### src/rtl/conv_loop_gen.sv
// Six-deep loop-index generator (rr > cc > mm > nn > ii > jj) for the conv datapath.
// Counters and coordinates update one cycle after a step. The boundary flags are combinational from registered state.
module conv_loop_gen #(
  parameter int DATA_SIZE = 16,
  parameter int LOOP_BIT  = 8,
  parameter int COORD_BIT = 16
) (
  input  logic                 clk,
  input  logic                 rst,
  input  logic                 load,
  input  logic [DATA_SIZE-1:0] R,
  input  logic [DATA_SIZE-1:0] C,
  input  logic [DATA_SIZE-1:0] M,
  input  logic [DATA_SIZE-1:0] N,
  input  logic [DATA_SIZE-1:0] K,
  input  logic [DATA_SIZE-1:0] S,
  input  logic                 loop_en,
  output logic [LOOP_BIT-1:0]  rr,
  output logic [LOOP_BIT-1:0]  cc,
  output logic [LOOP_BIT-1:0]  mm,
  output logic [LOOP_BIT-1:0]  nn,
  output logic [LOOP_BIT-1:0]  ii,
  output logic [LOOP_BIT-1:0]  jj,
  output logic                 inner_last,
  output logic                 all_last,
  output logic [COORD_BIT-1:0] in_row,
  output logic [COORD_BIT-1:0] in_col,
  output logic                 coord_vld,
  output logic                 wrap
);

  logic [DATA_SIZE-1:0] r_q, r_d, c_q, c_d, m_q, m_d, n_q, n_d, k_q, k_d, s_q, s_d;
  logic [LOOP_BIT-1:0]  rr_q, rr_d, cc_q, cc_d, mm_q, mm_d;
  logic [LOOP_BIT-1:0]  nn_q, nn_d, ii_q, ii_d, jj_q, jj_d;
  logic [COORD_BIT-1:0] in_row_q, in_row_d, in_col_q, in_col_d;
  logic                 coord_vld_q, coord_vld_d, wrap_q, wrap_d;

  logic rr_last, cc_last, mm_last, nn_last, ii_last, jj_last;
  logic cy_ii, cy_nn, cy_mm, cy_cc, cy_rr;

  function automatic logic at_last(input logic [LOOP_BIT-1:0] v, input logic [DATA_SIZE-1:0] b);
    return DATA_SIZE'(v) == (b - DATA_SIZE'(1));
  endfunction

  // A zero bound would never terminate its loop; treat it as a single iteration.
  function automatic logic [DATA_SIZE-1:0] fix_bound(input logic [DATA_SIZE-1:0] b);
    return (b == '0) ? DATA_SIZE'(1) : b;
  endfunction

  assign rr_last = at_last(rr_q, r_q);
  assign cc_last = at_last(cc_q, c_q);
  assign mm_last = at_last(mm_q, m_q);
  assign nn_last = at_last(nn_q, n_q);
  assign ii_last = at_last(ii_q, k_q);
  assign jj_last = at_last(jj_q, k_q);

  assign inner_last = nn_last && ii_last && jj_last;
  assign all_last   = inner_last && rr_last && cc_last && mm_last;

  // Carry into each counter from everything inside it.
  assign cy_ii = jj_last;
  assign cy_nn = cy_ii && ii_last;
  assign cy_mm = cy_nn && nn_last;
  assign cy_cc = cy_mm && mm_last;
  assign cy_rr = cy_cc && cc_last;

  always_comb begin
    r_d = r_q; c_d = c_q; m_d = m_q; n_d = n_q; k_d = k_q; s_d = s_q;
    rr_d = rr_q; cc_d = cc_q; mm_d = mm_q; nn_d = nn_q; ii_d = ii_q; jj_d = jj_q;
    in_row_d    = in_row_q;
    in_col_d    = in_col_q;
    coord_vld_d = 1'b0;
    wrap_d      = 1'b0;
    if (load) begin
      r_d = fix_bound(R);
      c_d = fix_bound(C);
      m_d = fix_bound(M);
      n_d = fix_bound(N);
      k_d = fix_bound(K);
      s_d = S;
      rr_d = '0; cc_d = '0; mm_d = '0; nn_d = '0; ii_d = '0; jj_d = '0;
    end else if (loop_en) begin
      coord_vld_d = 1'b1;
      wrap_d      = all_last;
      // Modular arithmetic at COORD_BIT equals full-width product then truncate.
      in_row_d = COORD_BIT'(rr_q) * COORD_BIT'(s_q) + COORD_BIT'(ii_q);
      in_col_d = COORD_BIT'(cc_q) * COORD_BIT'(s_q) + COORD_BIT'(jj_q);
      jj_d = jj_last ? '0 : jj_q + LOOP_BIT'(1);
      if (cy_ii) ii_d = ii_last ? '0 : ii_q + LOOP_BIT'(1);
      if (cy_nn) nn_d = nn_last ? '0 : nn_q + LOOP_BIT'(1);
      if (cy_mm) mm_d = mm_last ? '0 : mm_q + LOOP_BIT'(1);
      if (cy_cc) cc_d = cc_last ? '0 : cc_q + LOOP_BIT'(1);
      if (cy_rr) rr_d = rr_last ? '0 : rr_q + LOOP_BIT'(1);
    end
  end

  always_ff @(posedge clk or posedge rst) begin
    if (rst) begin
      r_q <= DATA_SIZE'(1); c_q <= DATA_SIZE'(1); m_q <= DATA_SIZE'(1);
      n_q <= DATA_SIZE'(1); k_q <= DATA_SIZE'(1); s_q <= DATA_SIZE'(1);
      rr_q <= '0; cc_q <= '0; mm_q <= '0; nn_q <= '0; ii_q <= '0; jj_q <= '0;
      in_row_q    <= '0;
      in_col_q    <= '0;
      coord_vld_q <= 1'b0;
      wrap_q      <= 1'b0;
    end else begin
      r_q <= r_d; c_q <= c_d; m_q <= m_d; n_q <= n_d; k_q <= k_d; s_q <= s_d;
      rr_q <= rr_d; cc_q <= cc_d; mm_q <= mm_d; nn_q <= nn_d; ii_q <= ii_d; jj_q <= jj_d;
      in_row_q    <= in_row_d;
      in_col_q    <= in_col_d;
      coord_vld_q <= coord_vld_d;
      wrap_q      <= wrap_d;
    end
  end

  assign rr        = rr_q;
  assign cc        = cc_q;
  assign mm        = mm_q;
  assign nn        = nn_q;
  assign ii        = ii_q;
  assign jj        = jj_q;
  assign in_row    = in_row_q;
  assign in_col    = in_col_q;
  assign coord_vld = coord_vld_q;
  assign wrap      = wrap_q;

endmodule

### config.mk
export PLATFORM = sky130hd
export DESIGN_NAME = conv_loop_gen
export DESIGN_NICKNAME = d
export VERILOG_FILES = /design/src/rtl/conv_loop_gen.sv
export SDC_FILE = /design/constraint.sdc
export NUM_CORES = 1
export LEC_CHECK = 0
export ABC_AREA = 1
export CAP_MARGIN = 10
export CORE_MARGIN = 5
export CORE_UTILIZATION = 64
export CTS_BUF_LIST = sky130_fd_sc_hd__clkbuf_16
export DETAILED_ROUTE_END_ITERATION = 12
export GPL_ROUTABILITY_DRIVEN = 0
export GPL_TIMING_DRIVEN = 0
export PLACE_DENSITY_LB_ADDON = 0.05
export SYNTH_ARGS = -nofsm -noshare
export SYNTH_HDL_FRONTEND = slang
export SYNTH_SLANG_ARGS = --single-unit
### constraint.sdc
create_clock -name clk -period 10.7 [get_ports clk]
set_clock_uncertainty 0.2 [all_clocks]
set_input_delay 2.14 -clock clk [delete_from_list [all_inputs] [get_ports clk]]
set_output_delay 2.14 -clock clk [all_outputs]
set_load 0.1 [all_outputs]
**Word level (Yosys, flattened, before mapping)**

Cells that the tools add are included.

- Add/subtract/negate cells: 13
- Multiply operators: 2
- Equal/unequal tests: 6
- Muxes and demuxes: 32
- Bitwise logic cells: 1
- Reduce and logical (&&, ||, !) cells: 26

Operators by type and width:

| operator | count |
|---|---|
| $mux W8 | 23 |
| $eq A8 B16 Y1 | 6 |
| $logic_not A16 Y1 | 5 |
| $mux W16 | 5 |
| $sub A16 B1 Y16 const B | 5 |
| $add A8 B1 Y8 const B | 6 |
| $add A16 B8 Y16 | 2 |
| $mul A8 B16 Y16 | 2 |
| $reduce_and A2 Y1 | 6 |
| $reduce_bool A2 Y1 | 6 |
| $logic_and A1 B1 Y1 | 9 |
| $mux W1 | 4 |
| $not A1 Y1 | 1 |

- Register bits: 178
- Logic and storage cells: 96

**Depth between registers and ports, before layout**

Gate-level depths: netlist of the first run.

- Depth after elaboration: 9
- Gate-level depth with buffers: 24

**Least setup slack after synthesis of the first run**

Ideal clock, no wire load.

- Kind: reg2out
- From: register ii_q[2], in the netlist ii[2]
- To: output all_last
- Arrival: 3666 ps
- Data required time: 8360 ps
- Path slack: 4694 ps
- Cell stages (with the launch flop): 12
- Cell sequence: dfrtp_1 -> inv_1 -> nand2_1 -> nand2_1 -> nor2_1 -> nand2_1 -> nor2_1 -> nand4_1 -> or2_2 -> nor2_2 -> nand3_1 -> inv_1

- Word-level cells in the longest chain between the ends: 6

RTL lines:

| what | RTL line | source |
|---|---|---|
| start: declaration | 34 | `logic [LOOP_BIT-1:0] nn_q, nn_d, ii_q, ii_d, jj_q, jj_d;` |
| start signal: assignment | 101 | `rr_q <= '0; cc_q <= '0; mm_q <= '0; nn_q <= '0; ii_q <= '0; jj_q <= '0;` |
| start signal: assignment | 108 | `rr_q <= rr_d; cc_q <= cc_d; mm_q <= mm_d; nn_q <= nn_d; ii_q <= ii_d; jj_q <= jj_d;` |
| $eq A8 B16 Y1 | 42 | `return DATA_SIZE'(v) == (b - DATA_SIZE'(1));` |
| $logic_and A1 B1 Y1 (2 in a row) | 57 | `assign inner_last = nn_last && ii_last && jj_last;` |
| via inner_last | 24 | `output logic inner_last,` |
| $logic_and A1 B1 Y1 (3 in a row) | 58 | `assign all_last = inner_last && rr_last && cc_last && mm_last;` |
| end: declaration | 25 | `output logic all_last,` |

The timed path passes the listed nets, and every way through them passes these cells.

**Worst setup path after layout of the first run**

- From: register k_q[0]
- To: output all_last

- Word-level cells in the longest chain between the ends: 7
- Elaborated cells on any way between the ends: 8
- Classes of those cells: add/sub (1); eq/ne (2); reduce/logical (5)

RTL lines:

| what | RTL line | source |
|---|---|---|
| start: declaration | 32 | `logic [DATA_SIZE-1:0] r_q, r_d, c_q, c_d, m_q, m_d, n_q, n_d, k_q, k_d, s_q, s_d;` |
| start signal: assignment | 100 | `n_q <= DATA_SIZE'(1); k_q <= DATA_SIZE'(1); s_q <= DATA_SIZE'(1);` |
| start signal: assignment | 107 | `r_q <= r_d; c_q <= c_d; m_q <= m_d; n_q <= n_d; k_q <= k_d; s_q <= s_d;` |
| $sub A16 B1 Y16 * | 42 |  |
| $eq A8 B16 Y1 | 42 |  |
| $logic_and A1 B1 Y1 | 57 |  |
| $logic_and A1 B1 Y1 * | 57 |  |
| $logic_and A1 B1 Y1 * (3 in a row) | 58 |  |

Mark *: on every way between the ends. The rest lies on a longest branch, timed or not.

==> impl_metrics.tcl, run 1 <==
set metrics [dict create \
    timing.max_cap.violations 0 \
    postCtsHoldBufs 0 \
    cp_num_cells 16 \
    seq_power_share_pct 36.5 \
    postRouteAntennaNets 0 \
    peakVddDrop_v 0.0000848 \
    crit_fanout 9 \
    dieArea_um2 31000 \
    ys_ff_latch 178 \
    crit_family "simple AND/OR/NAND/NOR gates" \
    hold-path-cell-count 2 \
    synthesis.area_um2 17700 \
    finalMaxSlewViolations 0 \
    first_pass_iters 6 \
    synth_cell_types 49 \
    setup_tns_ns 0 \
    slowest_stage "clkdlybuf4s50_1" \
    start_util_pct 65.2 \
    routedWlPerCell_um 15.8 \
    cts_tree "yes" \
    area_growth_syn_to_layout_pct 16.4 \
    clock_path_buffers 2 \
    grt_max_degree 117 \
    slew_headroom_pct 28.4 \
    drt_iter0_drc 1435 \
    clk_transition_reported_paths_ns 0.07 \
    core-area_um2 27100 \
    grt_overflow_total 0 \
    switching_power_uw 878 \
    track_usage_pct 32.1 \
    critPathKind "flip-flop to primary output" \
    fp.dieH_um 176 \
    path_common_cell "nand2_1" \
    final_common_cell "nand2_1" \
    synth_warnings 0 \
    h-tree-depth 4 \
    rsz0062_at_grt "false" \
    num_io_pins 184 \
    period_minus_slack_ns 6.77 \
    antenna_found_initial 0 \
    status "complete, no violations" \
    powerDensity_nw_per_um2 105 \
    max_stage_delay_ns 1.13 \
    cp_cell_sequence "inv_2, ha_1, buf_2, nand2_1, nand2_1, nand2_1, nand2_1, nor2_1, nand2_1, nor2_1, nand4_1, or2_2, nor2_2, nand3_1, inv_1, clkdlybuf4s50_1" \
    layout_common_cells "nand2_1 (778), inv_1 (503), nor2_1 (201)" \
    post_cts_resized 0 \
    reg2reg_depth 20 \
    viasPerCell 5.45 \
    end_kind "primary output" \
    cts_root_buf "clkbuf_16" \
    p_sw_share_pct 40.8 \
    drive_gt1_share_pct 3.73 \
    power_frac_comb_pct 33.6 \
    power.leakage_nw 10.8 \
    p_int_mw 1.27 \
    nets 3059 \
    syn_inst 2548 \
    avgSynthCellArea_um2 6.93 \
    rows 60 \
    ys_seq_area_share_pct 25.3 \
    drc_errors 0 \
    cp_num_buf_inv 4 \
    numCtsBuffers 17 \
    clkLatencyLatePin_ns 0.46 \
    grt_pass1_vias 16700 \
    syn_nets 2857 \
    cts.sinks 178 \
    period_share_pct 63.3 \
    power.share.clock_pct 29.8 \
    drt_wl_total_mm 49.5 \
    n_antenna_cell 0 \
    crit_arrival_ns 4.43 \
    hold_viol 0 \
    place_inst 3103 \
    grt_pass1_wl_mm 80.3 \
    fp.dieW_um 176 \
    hold_path_class "flip-flop to flip-flop" \
    layoutNonFillerInstCount 3135 \
    fmax_mhz 148 \
    setup_viol 0 \
    dr_total_vias 17100 \
    cts_setup_buffers 0 \
    tightest_slew_ns 1.07 \
    crit_required_ns 8.36 \
    start_kind "flip-flop" \
    dp_hpwl_mm 39.4 \
    port_buffers 182 \
]
## flip-flops by register name (all words and copies together) (netlist names), 8 cells and up
name and flops:
jj 8, s_q 16, k_q 16, in_col 16, r_q 16, cc 8, rr 8, ii 8
m_q 16, c_q 16, n_q 16, in_row 16, mm 8, nn 8
## synthesized netlist by cell type (all sizes together)
cell type	count	area share, %
o22ai	4	0.14
nand4	31	1.1
o21ai	144	4.3
clkbuf	74	1.6
xor3	1	0.13
nand3	155	4.5
a22oi	6	0.26
xnor2	29	1.4
fa	134	15
and2	3	0.11
o21a	2	0.085
a31oi	5	0.18
o2111ai	1	0.050
inv	509	11
buf	16	0.50
nor2b	1	0.035
nor2	223	5.2
dfrtp	172	24
ha	75	5.3
nand3b	10	0.43
clkinv	1	0.021
a21oi	31	0.90
nand2	787	17
nor3	21	0.60
o211ai	1	0.043
o311ai	1	0.050
a21o	2	0.085
a211oi	1	0.043
o21bai	2	0.085
o31ai	3	0.13
or2	5	0.18
and3	4	0.14
nor4	21	0.74
dfstp	6	0.89
xor2	67	3.3
## worst min-delay path, stage by stage, from the launching register on
cell	delay, ns
dfrtp_1	0.34
nand2_1	0.05
nand2_1	0.05
## kinds of logic after synthesis
group                      synth area share (%)
xor gates and xnor gates                   4.90
AOI/OAI and AO/OA                          6.35
DFF                                        25.3
and+or+nand+nor                            30.1
buffers and inverters                      12.9
adders and majority gates                  20.5
## routing by layer
layer | vias up | routed length, um | GRT usage (%) | part of all wire (%)
li1 | 8120 | - | - | -
met1 | 7966 | 19400 | 40.3 | 39
met2 | 843 | 23600 | 55.1 | 48
met3 | 161 | 3880 | 4.15 | 7.8
met4 | 0 | 2540 | 15.6 | 5.1
met5 | - | 0 | 0 | 0
## power by group through the flow
stage	Clock (mW)	Sequential, mW	Combinational, mW
after floorplan	0	0.973	0.327
after global placement	0	0.795	0.697
after detailed placement	0	0.798	0.716
after CTS	0.642	0.785	0.721
after global routing	0.674	0.795	0.786
final	0.642	0.786	0.724
## area by class of cell
type | instances | area, um2
Buffer | 90 | 367
Multi-Input combinational cell | 1770 | 10900
Fill cell | 2161 | 6540
Clock inverter | 15 | 151
Timing Repair Buffer | 183 | 1850
Sequential cell | 178 | 4460
Tap cell | 372 | 465
Inverter | 510 | 1920
Clock buffer | 17 | 425
## through the flow
stage	hold slack, ns	power [mW]	cell area, um2	setup slack (ns)	util (%)
global route	0.301	2.25	20600	3.76	75.9
floorplan	0.243	1.30	17700	3.54	-
global placement	0.253	1.49	19900	1.30	73.6
CTS	0.276	2.15	20600	3.95	75.9
finish	0.274	2.15	20600	3.93	75.9
detailed placement	0.259	1.51	20000	4.46	73.7
## worst paths after layout
| check | end | start | slack [ns] |
|---|---|---|---|
| max | all_last | k_q[0] | 3.93 |
| max reg2reg | in_row[13] | rr[0] | 5.13 |
| min reg2reg | k_q[12] | k_q[12] | 0.27 |
| min in group asynchronous | c_q[10] | rst | 1.91 |
| max in group asynchronous | in_row[13] | rst | 7.46 |
| min | k_q[12] | k_q[12] | 0.27 |
No activity file was read; power rests on OpenSTA's default activity.
==> inputs of run 2 (changes only) <==
--- a/config.mk
+++ b/config.mk
@@ -8,7 +8,7 @@
 export ABC_AREA = 1
 export CAP_MARGIN = 10
 export CORE_MARGIN = 5
-export CORE_UTILIZATION = 64
+export CORE_UTILIZATION = 59
 export CTS_BUF_LIST = sky130_fd_sc_hd__clkbuf_16
 export DETAILED_ROUTE_END_ITERATION = 12
 export GPL_ROUTABILITY_DRIVEN = 0
==> constraint.sdc (replaced) <==
create_clock -name clk -period 6.73 [get_ports clk]
set_clock_uncertainty 0.2 [all_clocks]
set_input_delay 1.346 -clock clk [delete_from_list [all_inputs] [get_ports clk]]
set_output_delay 1.346 -clock clk [all_outputs]
set_load 0.1 [all_outputs]
==> run 2 against run 1 <==
Wire length shrank 1.3%. Sequential power grew 59%. Core utilization shrank 6.4 points. Setup slack lost 3.2 ns. Register-to-register slack lost 4.0 ns. Clock power grew 59%. First-iteration DRC count shrank 21%. Total power grew 59%. Count of clock-buffer cells in the layout is the same. Global-route usage shrank 2.7 points. Critical endpoint unchanged.
==> impl_metrics.tcl, run 2 (same netlist as run 1, synthesis figures left out) <==
set metrics [dict create \
    status "complete, no violations" \
    clkLatencyLatePin_ns 0.44 \
    period_share_pct 88.9 \
    start_kind "flip-flop" \
    reg2reg_depth 21 \
    rows 63 \
    n_antenna_cell 0 \
    setup_tns_ns 0 \
    peakVddDrop_v 0.000157 \
    cts.sinks 178 \
    multiInputGateArea_um2 10900 \
    track_usage_pct 29.4 \
    cp_cell_sequence "inv_2, ha_1, buf_2, nand2_1, nand2_1, nand2_1, nand2_1, nor2_1, nand2_1, nor2_1, nand4_1, or2_2, nor2_2, nand3_1, inv_1, clkdlybuf4s50_1" \
    start_util_pct 59.6 \
    cts_setup_buffers 0 \
    num_io_pins 184 \
    fill_cells 2648 \
    drive_gt1_share_pct 3.76 \
    fin_area_um2 20600 \
    total_power_mw 3.41 \
    hold_path_startpoint "in_col[1]" \
    drt_wl_total_mm 48.8 \
    period_minus_slack_ns 5.99 \
    post_dp_cell_area_um2 20000 \
    dp_hpwl_mm 39.3 \
    post_cts_resized 0 \
    hold-path-cell-count 2 \
    path_common_cell "nand2_1" \
    dr_total_vias 16600 \
    cts_tree "yes" \
    drc_errors 0 \
    ff2ff_setup_slack_ns 1.12 \
    postRouteAntennaNets 0 \
    clock_path_buffers 2 \
    worst_slack_ns 0.745 \
    fin_hold_ws_ns 0.271 \
    clk_transition_reported_paths_ns 0.07 \
    drt_iter0_drc 1134 \
    hold_path_class "flip-flop to flip-flop" \
    area_growth_syn_to_layout_pct 16.6 \
    fp.dieW_um 183 \
    crit_start "k_q[0]" \
    final_core_util_pct 69.5 \
    setup_viol 0 \
    layout_common_cells "nand2_1 (778), inv_1 (502), nor2_1 (201)" \
    crit_required_ns 5.18 \
    place_inst 3121 \
    power.leakage_nw 10.8 \
    cts_root_buf "clkbuf_16" \
    antenna_found_initial 1 \
    rsz0062_at_grt "false" \
    grt_pass1_wl_mm 80.3 \
    whs_endpoint "in_col[1]" \
    grt_pass1_vias 16400 \
    hold_viol 0 \
    crit_arrival_ns 4.44 \
    worstReg2RegStart "rr[0]" \
    rr_endpoint "in_row[14]" \
    fmax_mhz 167 \
    max_stage_delay_ns 1.13 \
    grt_max_degree 118 \
    fp.dieH_um 183 \
    h-tree-depth 4 \
    slowest_stage "clkdlybuf4s50_1" \
    crit_fanout 9 \
    layoutNonFillerInstCount 3153 \
    powerDensity_nw_per_um2 166 \
    viasPerCell 5.27 \
    grt_overflow_total 0 \
    dieArea_um2 33500 \
    nets 3059 \
    port_buffers 182 \
    core-area_um2 29600 \
    postCtsHoldBufs 0 \
    seq_area_um2 4460 \
    place_ws_ns 1.20 \
    critPathKind "flip-flop to primary output" \
    routedWlPerCell_um 15.5 \
    timing.max_cap.violations 0 \
    slew_headroom_pct 30.0 \
    first_pass_iters 6 \
    end_kind "primary output" \
    tightest_slew_ns 1.05 \
    final_common_cell "nand2_1" \
    numCtsBuffers 17 \
    finalMaxSlewViolations 0 \
]
-- run 2: cell count changes in the layout (fill, tap and decap cells not counted) --
cell / change
clkinv_2: +2
bufinv_16: +1
clkinv_4: +1
inv_1: -1
clkinv_8: -1
inv_8: -2
-- run 2: worst max-delay path by stage --
stage,endpoint,slack (ns),depth (start not counted)
6_report,all_last,0.74,16
5_1_grt,all_last,0.61,16
4_1_cts,all_last,0.82,16
3_5_place_dp,in_row[14],1.20,21
3_3_place_gp,s_q[1],-1.99,2
2_1_floorplan,c_q[10],0.36,1
-- run 2: report_power, final --
| part | leakage [nW] | internal (mW) | switching [mW] |
|---|---|---|---|
| logic | 8.21 | 0.339 | 0.805 |
| registers | 2.27 | 1.16 | 0.0843 |
| clock network | 0.283 | 0.552 | 0.471 |
| total | 10.8 | 2.05 | 1.36 |
-- run 2: area by class of cell --
type / count / area share, %
plain buffers: 90 / 1.78
clock buffers: 17 / 2.07
clock inverters: 15 / 0.766
inverters: 510 / 9.33
multi-input cells: 1770 / 53.0
flip-flops and latches: 178 / 21.7
well taps: 390 / 2.37
repair buffers: 183 / 8.98
-- run 2: critical path, delay by kind of cell (launching register included) --
kind	cells	cell delay [ns]
adders and majority gates	1	0.20
DFF	1	0.58
and+or+nand+nor	11	1.68
buffers and inverters	4	1.53
-- run 2: per-layer routing --
metal / vias up / track usage, % / routed length, um
met2: 605 / 50.5 / 23400
li1: 8138 / - / -
met3: 107 / 4.26 / 3070
met4: 2 / 11.4 / 1880
met5: - / 0 / 11
met1: 7758 / 37.9 / 20400
==> inputs of run 3 (changes only) <==
--- a/config.mk
+++ b/config.mk
@@ -6,7 +6,7 @@
 export NUM_CORES = 1
 export LEC_CHECK = 0
 export ABC_AREA = 1
-export CAP_MARGIN = 10
+export CAP_MARGIN = 25
 export CORE_MARGIN = 5
 export CORE_UTILIZATION = 59
 export CTS_BUF_LIST = sky130_fd_sc_hd__clkbuf_16
==> run 3 against run 2 <==
Via count rose by 0.40%. Core utilization unchanged. Clock power barely moved. Hold slack improved by 0.0012 ns. Sequential cell count unchanged. Critical endpoint unchanged.
==> impl_metrics.tcl, run 3 (same netlist as run 1, synthesis figures left out) <==
set metrics [dict create \
    status "complete, no violations" \
    place_inst 3121 \
    grt_pass1_wl_mm 80.5 \
    postCtsHoldBufs 0 \
    postRouteAntennaNets 0 \
    routedWlPerCell_um 15.5 \
    finalMaxSlewViolations 0 \
    critPathKind "flip-flop to primary output" \
    antenna_found_initial 1 \
    fin_area_um2 20600 \
    layoutNonFillerInstCount 3153 \
    crit_arrival_ns 4.40 \
    core-area_um2 29600 \
    hold_path_class "flip-flop to flip-flop" \
    first_pass_iters 6 \
    clk_transition_reported_paths_ns 0.07 \
    cts.sinks 178 \
    port_buffers 182 \
    grt_overflow_total 0 \
    drt_wl_total_mm 48.8 \
    post_dp_cell_area_um2 20000 \
    tightest_slew_ns 1.05 \
    cts_setup_buffers 0 \
    end_kind "primary output" \
    peakVddDrop_v 0.000159 \
    timing.max_cap.violations 0 \
    h-tree-depth 4 \
    total_power_mw 3.42 \
    numCtsBuffers 17 \
    n_antenna_cell 0 \
    viasPerCell 5.29 \
    final_common_cell "nand2_1" \
    dp_hpwl_mm 39.3 \
    drc_errors 0 \
    dr_total_vias 16700 \
    cts_root_buf "clkbuf_16" \
    period_minus_slack_ns 5.95 \
    start_kind "flip-flop" \
    cts_tree "yes" \
    grt_max_degree 118 \
    clkLatencyLatePin_ns 0.45 \
    setup_viol 0 \
    powerDensity_nw_per_um2 166 \
    grt_pass1_vias 16400 \
    post_cts_resized 0 \
    area_growth_syn_to_layout_pct 16.6 \
    crit_required_ns 5.18 \
    period_share_pct 88.4 \
    fp.dieW_um 183 \
    rsz0062_at_grt "false" \
    drive_gt1_share_pct 3.76 \
    clock_path_buffers 2 \
    hold_viol 0 \
    num_io_pins 184 \
    layout_common_cells "nand2_1 (778), inv_1 (502), nor2_1 (201)" \
    dieArea_um2 33500 \
    fill_cells 2639 \
    rows 63 \
    power.leakage_nw 10.8 \
    track_usage_pct 29.5 \
    nets 3059 \
    crit_fanout 9 \
    slew_headroom_pct 29.9 \
    drt_iter0_drc 1178 \
    fp.dieH_um 183 \
    start_util_pct 59.6 \
    fmax_mhz 168 \
]
-- run 3: cell counts in the layout (fill, tap and decap cells not counted) --
No cell type changed its count.
-- run 3: where the power goes --
part | internal [mW] | switching, mW
Combinational | 0.339 | 0.805
Clock | 0.552 | 0.477
Sequential | 1.16 | 0.0841
-- run 3: final cells by class --
type                            instances  area (um2)  share of cell area [%]
Multi-Input combinational cell       1770       10900                    53.0
Inverter                              510        1920                    9.33
Buffer                                 90         367                    1.78
Sequential cell                       178        4460                    21.7
Tap cell                              390         488                    2.37
Clock inverter                         15         158                   0.766
Timing Repair Buffer                  183        1850                    8.98
Clock buffer                           17         425                    2.07
-- run 3: worst max-delay path, stage by stage (launching register included) --
cell	delay (ns)
dfstp_2	0.58
inv_2	0.11
ha_1	0.20
buf_2	0.18
nand2_1	0.08
nand2_1	0.07
nand2_1	0.06
nand2_1	0.05
nor2_1	0.09
nand2_1	0.07
nor2_1	0.20
nand4_1	0.18
or2_2	0.35
nor2_2	0.21
nand3_1	0.26
inv_1	0.12
clkdlybuf4s50_1	1.13
-- run 3: metal layers --
metal	global-route usage, %	share of wire, %	vias up
li1	-	-	8128
met1	37.9	41	7791
met2	50.7	48	647
met3	4.48	7.4	108
met4	11.0	3.9	2
met5	0	0.014	-
-- run 3: path summary, 6_finish.rpt --
| path | slack (ns) | cells after the start | endpoint | from |
|---|---|---|---|---|
| worst min register to register | 0.27 | 2 | in_row[1] | in_row[1] |
| max in group asynchronous | 4.31 | 3 | s_q[5] | rst |
| worst min-delay path | 0.27 | 2 | in_row[1] | in_row[1] |
| worst max register to register | 1.13 | 21 | in_row[14] | rr[0] |
| min in group asynchronous | 1.11 | 2 | wrap | rst |
| worst max-delay path | 0.78 | 16 | all_last | k_q[0] |
-- run 3: stage by stage --
stage | TNS, ns | worst slack [ns] | util, % | hold slack (ns)
floorplan | 0 | 0.364 | - | 0.243
global placement | -339.60 | -1.99 | 67.4 | 0.255
detailed placement | 0 | 1.19 | 67.5 | 0.258
CTS | 0 | 0.824 | 69.5 | 0.275
global route | 0 | 0.584 | 69.5 | 0.286
finish | 0 | 0.783 | 69.5 | 0.272
